[config.mk]
export PLATFORM = sky130hd
export DESIGN_NAME = hc_sr04_multi_ranger
export DESIGN_NICKNAME = d
export VERILOG_FILES = /design/src/rtl/hc_sr04_multi_ranger.sv
export SDC_FILE = /design/constraint.sdc
export NUM_CORES = 1
export LEC_CHECK = 0
export CAP_MARGIN = 0
export CORE_UTILIZATION = 45
export CTS_CLUSTER_SIZE = 25
export DETAILED_ROUTE_END_ITERATION = 8
export GPL_TIMING_DRIVEN = 0
export PLACE_DENSITY = 0.67
export SLEW_MARGIN = 5
export SYNTH_ARGS = -nofsm -noshare
export SYNTH_HDL_FRONTEND = slang
export SYNTH_SLANG_ARGS = --single-unit
[constraint.sdc]
create_clock -name clk -period 5.7 [get_ports clk]
set_input_delay 0.57 -clock clk [delete_from_list [all_inputs] [get_ports clk]]
set_output_delay 0.57 -clock clk [all_outputs]
set_load 0.005 [all_outputs]
[src/rtl/hc_sr04_multi_ranger.sv]
// -----------------------------------------------------------------------------
// hc_sr04_multi_ranger
//   Round-robin driver for NUM_CH HC-SR04 ultrasonic sensors. Only one sensor
//   fires at a time. For each channel the block generates the trig pulse and
//   waits for the echo. It times the echo high phase in microseconds, flags
//   missing or over-long echoes, and converts the echo time to millimetres.
//
// Ports
//   clk        system clock
//   rst        asynchronous reset, active-high
//   enable     1 = continuous round-robin, 0 = single-shot mode
//   start      single-shot request, sampled only in IDLE while enable=0
//   echo       raw echo pins (asynchronous), one per sensor
//   trig       trig pins, one-hot or zero
//   busy       high whenever the sequencer is not idle
//   dist_valid one-cycle strobe announcing a new result
//   dist_ch    channel index of the current result
//   dist_mm    distance of the current result (all-ones on timeout)
//   timeout    qualifies dist_valid: no echo or over-long echo
//   dist_all   last result per channel, channel k at [k*DIST_W +: DIST_W]
// -----------------------------------------------------------------------------
module hc_sr04_multi_ranger #(
   parameter int unsigned CLK_FREQ_HZ = 50000000,
   parameter int unsigned NUM_CH      = 4,
   parameter int unsigned TRIG_US     = 10,
   parameter int unsigned TIMEOUT_US  = 30000,
   parameter int unsigned GAP_US      = 60000,
   parameter int unsigned DIST_W      = 16
) (
   input  logic                     clk,
   input  logic                     rst,
   input  logic                     enable,
   input  logic                     start,
   input  logic [NUM_CH-1:0]        echo,
   output logic [NUM_CH-1:0]        trig,
   output logic                     busy,
   output logic                     dist_valid,
   output logic [2:0]               dist_ch,
   output logic [DIST_W-1:0]        dist_mm,
   output logic                     timeout,
   output logic [NUM_CH*DIST_W-1:0] dist_all
);

   localparam int unsigned DIV    = (CLK_FREQ_HZ / 1000000 > 0) ? CLK_FREQ_HZ / 1000000 : 1;
   localparam int unsigned PW     = (DIV > 1) ? $clog2(DIV) : 1;
   localparam int unsigned MAX_A  = (TRIG_US > TIMEOUT_US) ? TRIG_US : TIMEOUT_US;
   localparam int unsigned MAX_US = (MAX_A > GAP_US) ? MAX_A : GAP_US;
   localparam int unsigned UW     = $clog2(MAX_US + 1);
   localparam int unsigned CW     = (NUM_CH > 1) ? $clog2(NUM_CH) : 1;

   localparam logic [PW-1:0] PRESC_LAST = PW'(DIV - 1);
   localparam logic [UW-1:0] TRIG_LAST  = UW'(TRIG_US - 1);
   localparam logic [UW-1:0] TO_LAST    = UW'(TIMEOUT_US - 1);
   localparam logic [UW-1:0] GAP_LAST   = UW'(GAP_US - 1);
   localparam logic [CW-1:0] CH_LAST    = CW'(NUM_CH - 1);
   localparam logic [31:0]   K_MM       = 32'd11239;   // 0.1715 mm/us in Q16
   localparam logic [32:0]   DIST_MAX   = (33'd1 << DIST_W) - 33'd1;

   typedef enum logic [2:0] {
      S_IDLE,
      S_TRIG,
      S_WAIT_RISE,
      S_MEASURE,
      S_CALC,
      S_GAP
   } state_t;

   state_t            state, state_next;
   logic              state_chg;
   logic [PW-1:0]     presc;
   logic              us_tick;
   logic [UW-1:0]     us_cnt;
   logic [CW-1:0]     ch;
   logic [2:0]        shots_left;
   logic [NUM_CH-1:0] echo_s1, echo_s2;
   logic              echo_cur, echo_prev, echo_rise, echo_fall;
   logic [31:0]       prod;
   logic [31:0]       prod_shr;
   logic [DIST_W-1:0] dist_calc;
   logic              report_to;

   // ---------------------------------------------------------------- echo sync
   always_ff @(posedge clk or posedge rst) begin
      if (rst) begin
         echo_s1 <= '0;
         echo_s2 <= '0;
      end else begin
         echo_s1 <= echo;
         echo_s2 <= echo_s1;
      end
   end

   assign echo_cur = echo_s2[ch];

   // Tracks the current channel continuously. Echo already high when
   // WAIT_RISE is entered gives echo_prev=1, so it is not a rising edge.
   always_ff @(posedge clk or posedge rst) begin
      if (rst) echo_prev <= 1'b0;
      else     echo_prev <= echo_cur;
   end

   assign echo_rise = echo_cur & ~echo_prev;
   assign echo_fall = ~echo_cur & echo_prev;

   // --------------------------------------------------- microsecond timebase
   // Both counters restart on every state change, so each state's duration
   // is an exact number of ticks from the cycle it was entered.
   assign state_chg = (state_next != state);
   assign us_tick   = (presc == PRESC_LAST);

   always_ff @(posedge clk or posedge rst) begin
      if (rst)                        presc <= '0;
      else if (state_chg || us_tick)  presc <= '0;
      else                            presc <= presc + 1'b1;
   end

   always_ff @(posedge clk or posedge rst) begin
      if (rst)            us_cnt <= '0;
      else if (state_chg) us_cnt <= '0;
      else if (us_tick)   us_cnt <= us_cnt + 1'b1;
   end

   // ------------------------------------------------------------ FSM: state
   always_ff @(posedge clk or posedge rst) begin
      if (rst) state <= S_IDLE;
      else     state <= state_next;
   end

   // ------------------------------------------------------- FSM: next state
   always_comb begin
      state_next = state;
      case (state)
         S_IDLE:
            if (enable || start) state_next = S_TRIG;
         S_TRIG:
            if (us_tick && us_cnt == TRIG_LAST) state_next = S_WAIT_RISE;
         S_WAIT_RISE:
            if (echo_rise)                         state_next = S_MEASURE;
            else if (us_tick && us_cnt == TO_LAST) state_next = S_GAP;
         S_MEASURE:
            if (echo_fall)                         state_next = S_CALC;
            else if (us_tick && us_cnt == TO_LAST) state_next = S_GAP;
         S_CALC:
            state_next = S_GAP;
         S_GAP:
            if (us_tick && us_cnt == GAP_LAST)
               state_next = (enable || shots_left != '0) ? S_TRIG : S_IDLE;
         default:
            state_next = S_IDLE;
      endcase
   end

   // ----------------------------------------------------------- FSM: outputs
   always_comb begin
      trig = '0;
      busy = (state != S_IDLE);
      if (state == S_TRIG) trig[ch] = 1'b1;
   end

   // ----------------------------------------------- channel pointer / shots
   // shots_left counts the channels a single shot still has to cover after
   // the current one. A continuous run leaves it at zero, so dropping
   // enable finishes the current channel and then returns to IDLE.
   always_ff @(posedge clk or posedge rst) begin
      if (rst) begin
         ch         <= '0;
         shots_left <= '0;
      end else begin
         if (state == S_IDLE && state_next == S_TRIG)
            shots_left <= enable ? 3'd0 : 3'(NUM_CH - 1);
         if (state == S_GAP && state_next != S_GAP) begin
            ch <= (ch == CH_LAST) ? '0 : ch + 1'b1;
            if (shots_left != '0) shots_left <= shots_left - 1'b1;
         end
      end
   end

   // --------------------------------------------------------------- datapath
   always_comb begin
      prod_shr  = prod >> 16;
      dist_calc = ({1'b0, prod_shr} > DIST_MAX) ? '1 : DIST_W'(prod_shr);
      report_to = ((state == S_WAIT_RISE) || (state == S_MEASURE)) && (state_next == S_GAP);
   end

   always_ff @(posedge clk or posedge rst) begin
      if (rst) begin
         prod       <= '0;
         dist_valid <= 1'b0;
         dist_ch    <= '0;
         dist_mm    <= '0;
         timeout    <= 1'b0;
         dist_all   <= '1;
      end else begin
         dist_valid <= 1'b0;
         if (state == S_MEASURE && echo_fall)
            prod <= 32'(us_cnt) * K_MM;
         if (state == S_CALC) begin
            dist_valid                      <= 1'b1;
            dist_ch                         <= 3'(ch);
            dist_mm                         <= dist_calc;
            timeout                         <= 1'b0;
            dist_all[ch*DIST_W +: DIST_W]   <= dist_calc;
         end else if (report_to) begin
            dist_valid                      <= 1'b1;
            dist_ch                         <= 3'(ch);
            dist_mm                         <= '1;
            timeout                         <= 1'b1;
            dist_all[ch*DIST_W +: DIST_W]   <= '1;
         end
      end
   end

endmodule
Word-level counts from Yosys, hierarchy flattened. Cells that the tools add are included.

Word-level logic and storage cells: 95. Memories: 0. Output and inout port bits: 90. Memory bits (read-only): 0. Flip-flop bits (word level): 154. Bits in writable memories: 0. Input bits: 8. Latch bits: 0.

Muxes and demuxes: 34. Add/subtract/negate cells: 5. Multipliers: 1. Equal/unequal tests: 14. $lt $le $gt $ge: 3. Bitwise gates (word level): 4. Shifts and indexed selects: 3. Reductions and logical operators: 17. Div/mod/pow operators: 0.

Operators with widths (number): $bwmux W64 (2); $mux W64 (2); $mux W16 (5); $shift A16 B34 Y64 const A (1); $shiftx A16 B34 Y64 (1); $shiftx A16 B34 Y64 const A (1); $neg A6 Y34 (1); $mux W3 (11); $mul A16 B14 Y30 const B (1); $pmux W3 S6 (1); $add A16 B1 Y16 const B (1); $eq A16 B15 Y1 const B (1); $eq A16 B16 Y1 const B (1); $eq A16 B4 Y1 const B (1); $gt A14 B16 Y1 const B (1); $eq A3 B3 Y1 const B (3); $logic_and A1 B1 Y1 (8); $mux W1 (7); $add A6 B1 Y6 const B (1); $eq A3 B1 Y1 const B (2); $eq A3 B2 Y1 const B (2); $eq A6 B6 Y1 const B (1); $mux W6 (1); $reduce_bool A3 Y1 (2); other kinds (16) (23).

Longest topological paths before layout. Gate-level depths: netlist of the first run.

Depth in word-level cells: 11. Depth in mapped cells: 19. Mapped depth without buffers: 19.

Least setup slack after synthesis of the first run. No wires, ideal clock.

Kind: reg-to-reg. Start point: reg us_cnt[7]. End point: reg prod[28]. Path slack: 171 ps. Clock period less this slack: 5529 ps. Buffers on the path: 0. Data arrival time: 5403 ps. Library setup time: 126 ps. Data required time: 5574 ps. Stages on the path, launching flop included: 18. Path through: dfrtp_1 -> fa_1 -> inv_1 -> fa_1 -> inv_1 -> fa_1 -> fa_1 -> fa_1 -> inv_1 -> fa_1 -> inv_1 -> ha_1 -> o21ai_0 -> nor2_1 -> or3_1 -> o2111ai_1 -> mux2_2 -> a221o_1.

Word-level cells in the longest chain between the ends: 1.

RTL lines: start: declaration (RTL line 72) `logic [UW-1:0] us_cnt;`; start signal: assignment (RTL line 120) `else if (us_tick) us_cnt <= us_cnt + 1'b1;`; $mul A16 B14 Y30 (RTL line 196) `prod <= 32'(us_cnt) * K_MM;`; end signal: assignment (RTL line 196); end: declaration (RTL line 77) `logic [31:0] prod;`.

No other way between the ends. A chain may end at the register's enable or synchronous reset.

Final worst setup path of the first run.
Start point: reg us_cnt[4]. End point: reg prod[28].

Same word-level chain as after synthesis.

==> run_results.csv, run 1 <==
group,metric,value,unit
cts,cts_buffers,17,
timing,slew_headroom,0.365,
timing,slew_violations,0,
die,rows,57,
route,routed_via_density,5.24,
power,ir_worst_vdd,216,uV
timing,fin_crit_sh,0.977,
placed_design,dp_hpwl,21.1,mm
power,p_int,1.56,mW
route,via_count,8520,
route,wl_per_cell,16.9,microns
power,pwr-share-clk,0.527,
placed_design,portBuffers,96,
global_route,track_usage,0.229,
global_route,antenna_found_initial,0,
cts,cts_buffer_depth,2,
placed_design,placed_area,0.0125,sq mm
die,die_w,159,microns
logic_synthesis,ys_seq_area_frac,0.302,
worst_hold_path,hold_path_class,"reg -> reg",
logic_synthesis,yosysTopAreaCell,"fa_1",
finish,fillers,2166,
finish,area_growth,20.7,%
timing,tightest_slew,0.939,ns
setup_path,crit_type,"reg -> reg",
timing,final-setup-viol-count,0,
cts,hold_buffers,0,
logic_synthesis,synthTopCellsByArea,"fa_1 (18%), dfrtp_1 (16%), ha_1 (16%)",
global_route,grt_max_degree,90,
finish,finish.instance_area,0.0134,sq mm
finish,nets,1536,
logic_synthesis,avgSynthCellArea,9.65,sq um
logic_synthesis,synth.cell_area,0.0111,sq mm
timing,final.setup.tns,0,ns
route,routed_wl,27.4,mm
setup_path,cp_data_arrival_time,5.88,ns
route,ant_nets,0,
timing,fin_skew,0.0126,ns
finish,diodes,0,
timing,max_freq,180,MHz
status,status,"finished clean",
logic_synthesis,synth-async-reset-ratio,1.00,
cts,root_buffer,"clkbuf_16",
global_route,grt_pass1_vias,8727,
die,die-area,0.0253,sq mm
setup_path,critical_path.most_common_cell,"fa_1",
power,p_leak,7.12,nW
setup_path,worstPathCellList,"buf_4 > buf_4 > ha_1 > fa_1 > fa_1 > fa_1 > fa_1 > inv_1 > fa_1 > inv_1 > ha_4 > a211oi_2 > nor2_1 > or3_4 > o2111ai_4 > mux2_4 > a221o_1",
logic_synthesis,yosysUniqueCellTypes,67,
route,drc,0,
die,dieHeight,159,microns
setup_path,critical_path_required,6.01,ns
logic_synthesis,synth_warnings,0,
timing,min_period,5.57,ns
logic_synthesis,synthesis.nets,1400,
cts,insertion_delay,0.43,ns
placed_design,gp_congestion,0.919,
die,initial_core_util,0.458,
setup_path,worst_setup_path_end_kind,"flop",
cts,cts_tree,"yes",
power,p_switching,486,uW
global_route,overflow,0,
power,power,2.04,mW
logic_synthesis,synthCells,1152,
setup_path,path_max_fanout,6,
cts,htree_levels,4,
power,power_frac_seq,0.458,
route,drtPass1Iterations,5,
power,p_sw_frac,0.238,
setup_path,critPathLaunchType,"flop",
power,combPwrFrac,0.015,
logic_synthesis,synth_top_flop_cell,"dfrtp_1",
cts,clock-sinks,131,
global_route,grt_pass1_wl,45.3,mm
timing,hold_viol,0,
logic_synthesis,synth_edf_count,0,
power,power_density,152,mW/mm^2
route,drt_iter0_drc,433,
die,core_area,0.0242,sq mm
die,ios,98,
finish,drive_gt1_frac,0.144,
setup_path,critPathMaxStageDelay,0.58,ns
logic_synthesis,synth_top_area_frac,0.182,
run,maxCapViolCount,0,
setup_path,cp_slowest_cell,"fa_1",
cts,cts.clk_slew.worst_paths,0.07,ns
logic_synthesis,ys_ff_latch,131,
-- cells in the mapped netlist (all sizes together) (6+ instances only) --
cell type,count
fa,101
o21ai,41
clkbuf,24
nor3,14
a21oi,143
a21o,12
dfstp,60
o211ai,6
ha,139
a211oi,10
inv,251
or3,8
dfrtp,71
nand4,11
xnor2,20
nand2,71
nand3,23
and3,7
buf,15
nor2,38
and2,14
and4,6
-- power by group through the flow --
| stage | Combinational (mW) | Clock, mW | Sequential, mW |
|---|---|---|---|
| finish | 0.0308 | 1.08 | 0.937 |
| global route | 0.0355 | 1.13 | 0.936 |
| CTS | 0.0323 | 1.09 | 0.937 |
| detailed placement | 0.0321 | 0 | 0.952 |
| global placement | 0.0292 | 0 | 0.952 |
| floorplan | 0.0175 | 0 | 0.951 |
-- layer usage --
metal / global-route usage / share of wire / routed length (microns) / vias up
met2: 0.373 / 0.48 / 13000 / 219
met4: 0.0743 / 0.023 / 639 / 0
met5: 0 / 0 / 0 / -
met1: 0.311 / 0.45 / 12500 / 4239
li1: - / - / - / 4024
met3: 0.0380 / 0.046 / 1270 / 38
-- logic make-up after synthesis --
logic type	count (synthesis)	share of synthesized area
fa+ha+maj	240	0.338
simple gates	212	0.0967
mux	9	0.0104
flops	131	0.302
compound gates	245	0.132
other cells	1	0.000337
buf+inv	290	0.102
xor+xnor	24	0.0189
-- cells in the final DEF, fill, tap and decap left out, types with 20 or more instances in the layout --
cell type and n:
fa_1 100, nand2_1 71, ha_1 133, dfstp_2 60, xnor2_1 20, o21ai_0 34, a21oi_1 142, nand3_1 23
dfrtp_1 57, clkdlybuf4s50_1 96, inv_1 247, nor2_1 38, buf_4 30, clkbuf_1 22
-- final timing paths --
path / start / end / slack [ns] / cells after the start
setup / recovery: us_cnt[4] / prod[28] / 0.13 / 17
hold / removal: echo_s1[2] / echo_s2[2] / 0.35 / 0
setup reg to reg: us_cnt[4] / prod[28] / 0.13 / 17
hold reg to reg: echo_s1[2] / echo_s2[2] / 0.35 / 0
max in group asynchronous: rst / dist_all[54] / 4.38 / 3
min in group asynchronous: rst / us_cnt[1] / 0.53 / 2
-- state kept, by name, indices dropped and copies added (netlist names) --
signal,cells
dist_valid,1
prod,14
us_cnt,16
dist_mm,15
state,3
dist_ch,2
echo_prev,1
echo_s2,4
shots_left,3
ch,2
dist_all,60
echo_s1,4
presc,6
-- worst max-delay path, delay by kind of cell, from the launching register on --
kind                       cells  cell delay (ns)
buffers and inverters          4             0.42
muxes                          1             0.31
and+or+nand+nor                2             0.49
AOI/OAI and AO/OA              3             0.62
DFF                            1             0.46
adders and majority gates      7             3.12
-- final cells by class --
type	count	area, sq um	share of cell area
Clock inverter	14	148	0.0110
Multi-Input combinational cell	731	6770	0.505
Tap cell	324	405	0.0302
Sequential cell	131	3380	0.252
Buffer	36	178	0.0132
Timing Repair Buffer	120	1160	0.0865
Inverter	251	947	0.0706
Clock buffer	18	429	0.0320
-- repair_timing --
item | in CTS | in global routing
resized for setup | 14 | 32
setup endpoints to repair | 14 | 13
pin swaps | 2 | 15
setup buffers | 12 | 11
-- through the flow --
| stage | hold WS [ns] | cells | worst slack [ns] | utilization |
|---|---|---|---|---|
| global route | 0.359 | 1625 | -0.0345 | 0.553 |
| CTS | 0.351 | 1617 | 0.00361 | 0.546 |
| global placement | 0.335 | 1572 | -0.572 | 0.515 |
| floorplan | 0.331 | 1152 | 0.171 | - |
| detailed placement | 0.336 | 1573 | -0.642 | 0.516 |
| finish | 0.351 | 1625 | 0.131 | 0.553 |
No activity file was read; power rests on OpenSTA's default activity.
==> run 2, diff against run 1 <==
--- a/config.mk
+++ b/config.mk
@@ -9,6 +9,7 @@
 export CORE_UTILIZATION = 45
 export CTS_CLUSTER_SIZE = 25
 export DETAILED_ROUTE_END_ITERATION = 8
+export GPL_ROUTABILITY_DRIVEN = 1
 export GPL_TIMING_DRIVEN = 0
 export PLACE_DENSITY = 0.67
 export SLEW_MARGIN = 5
==> results of run 2 <==
Final layout, timing and power as in run 1 (identical DEF).
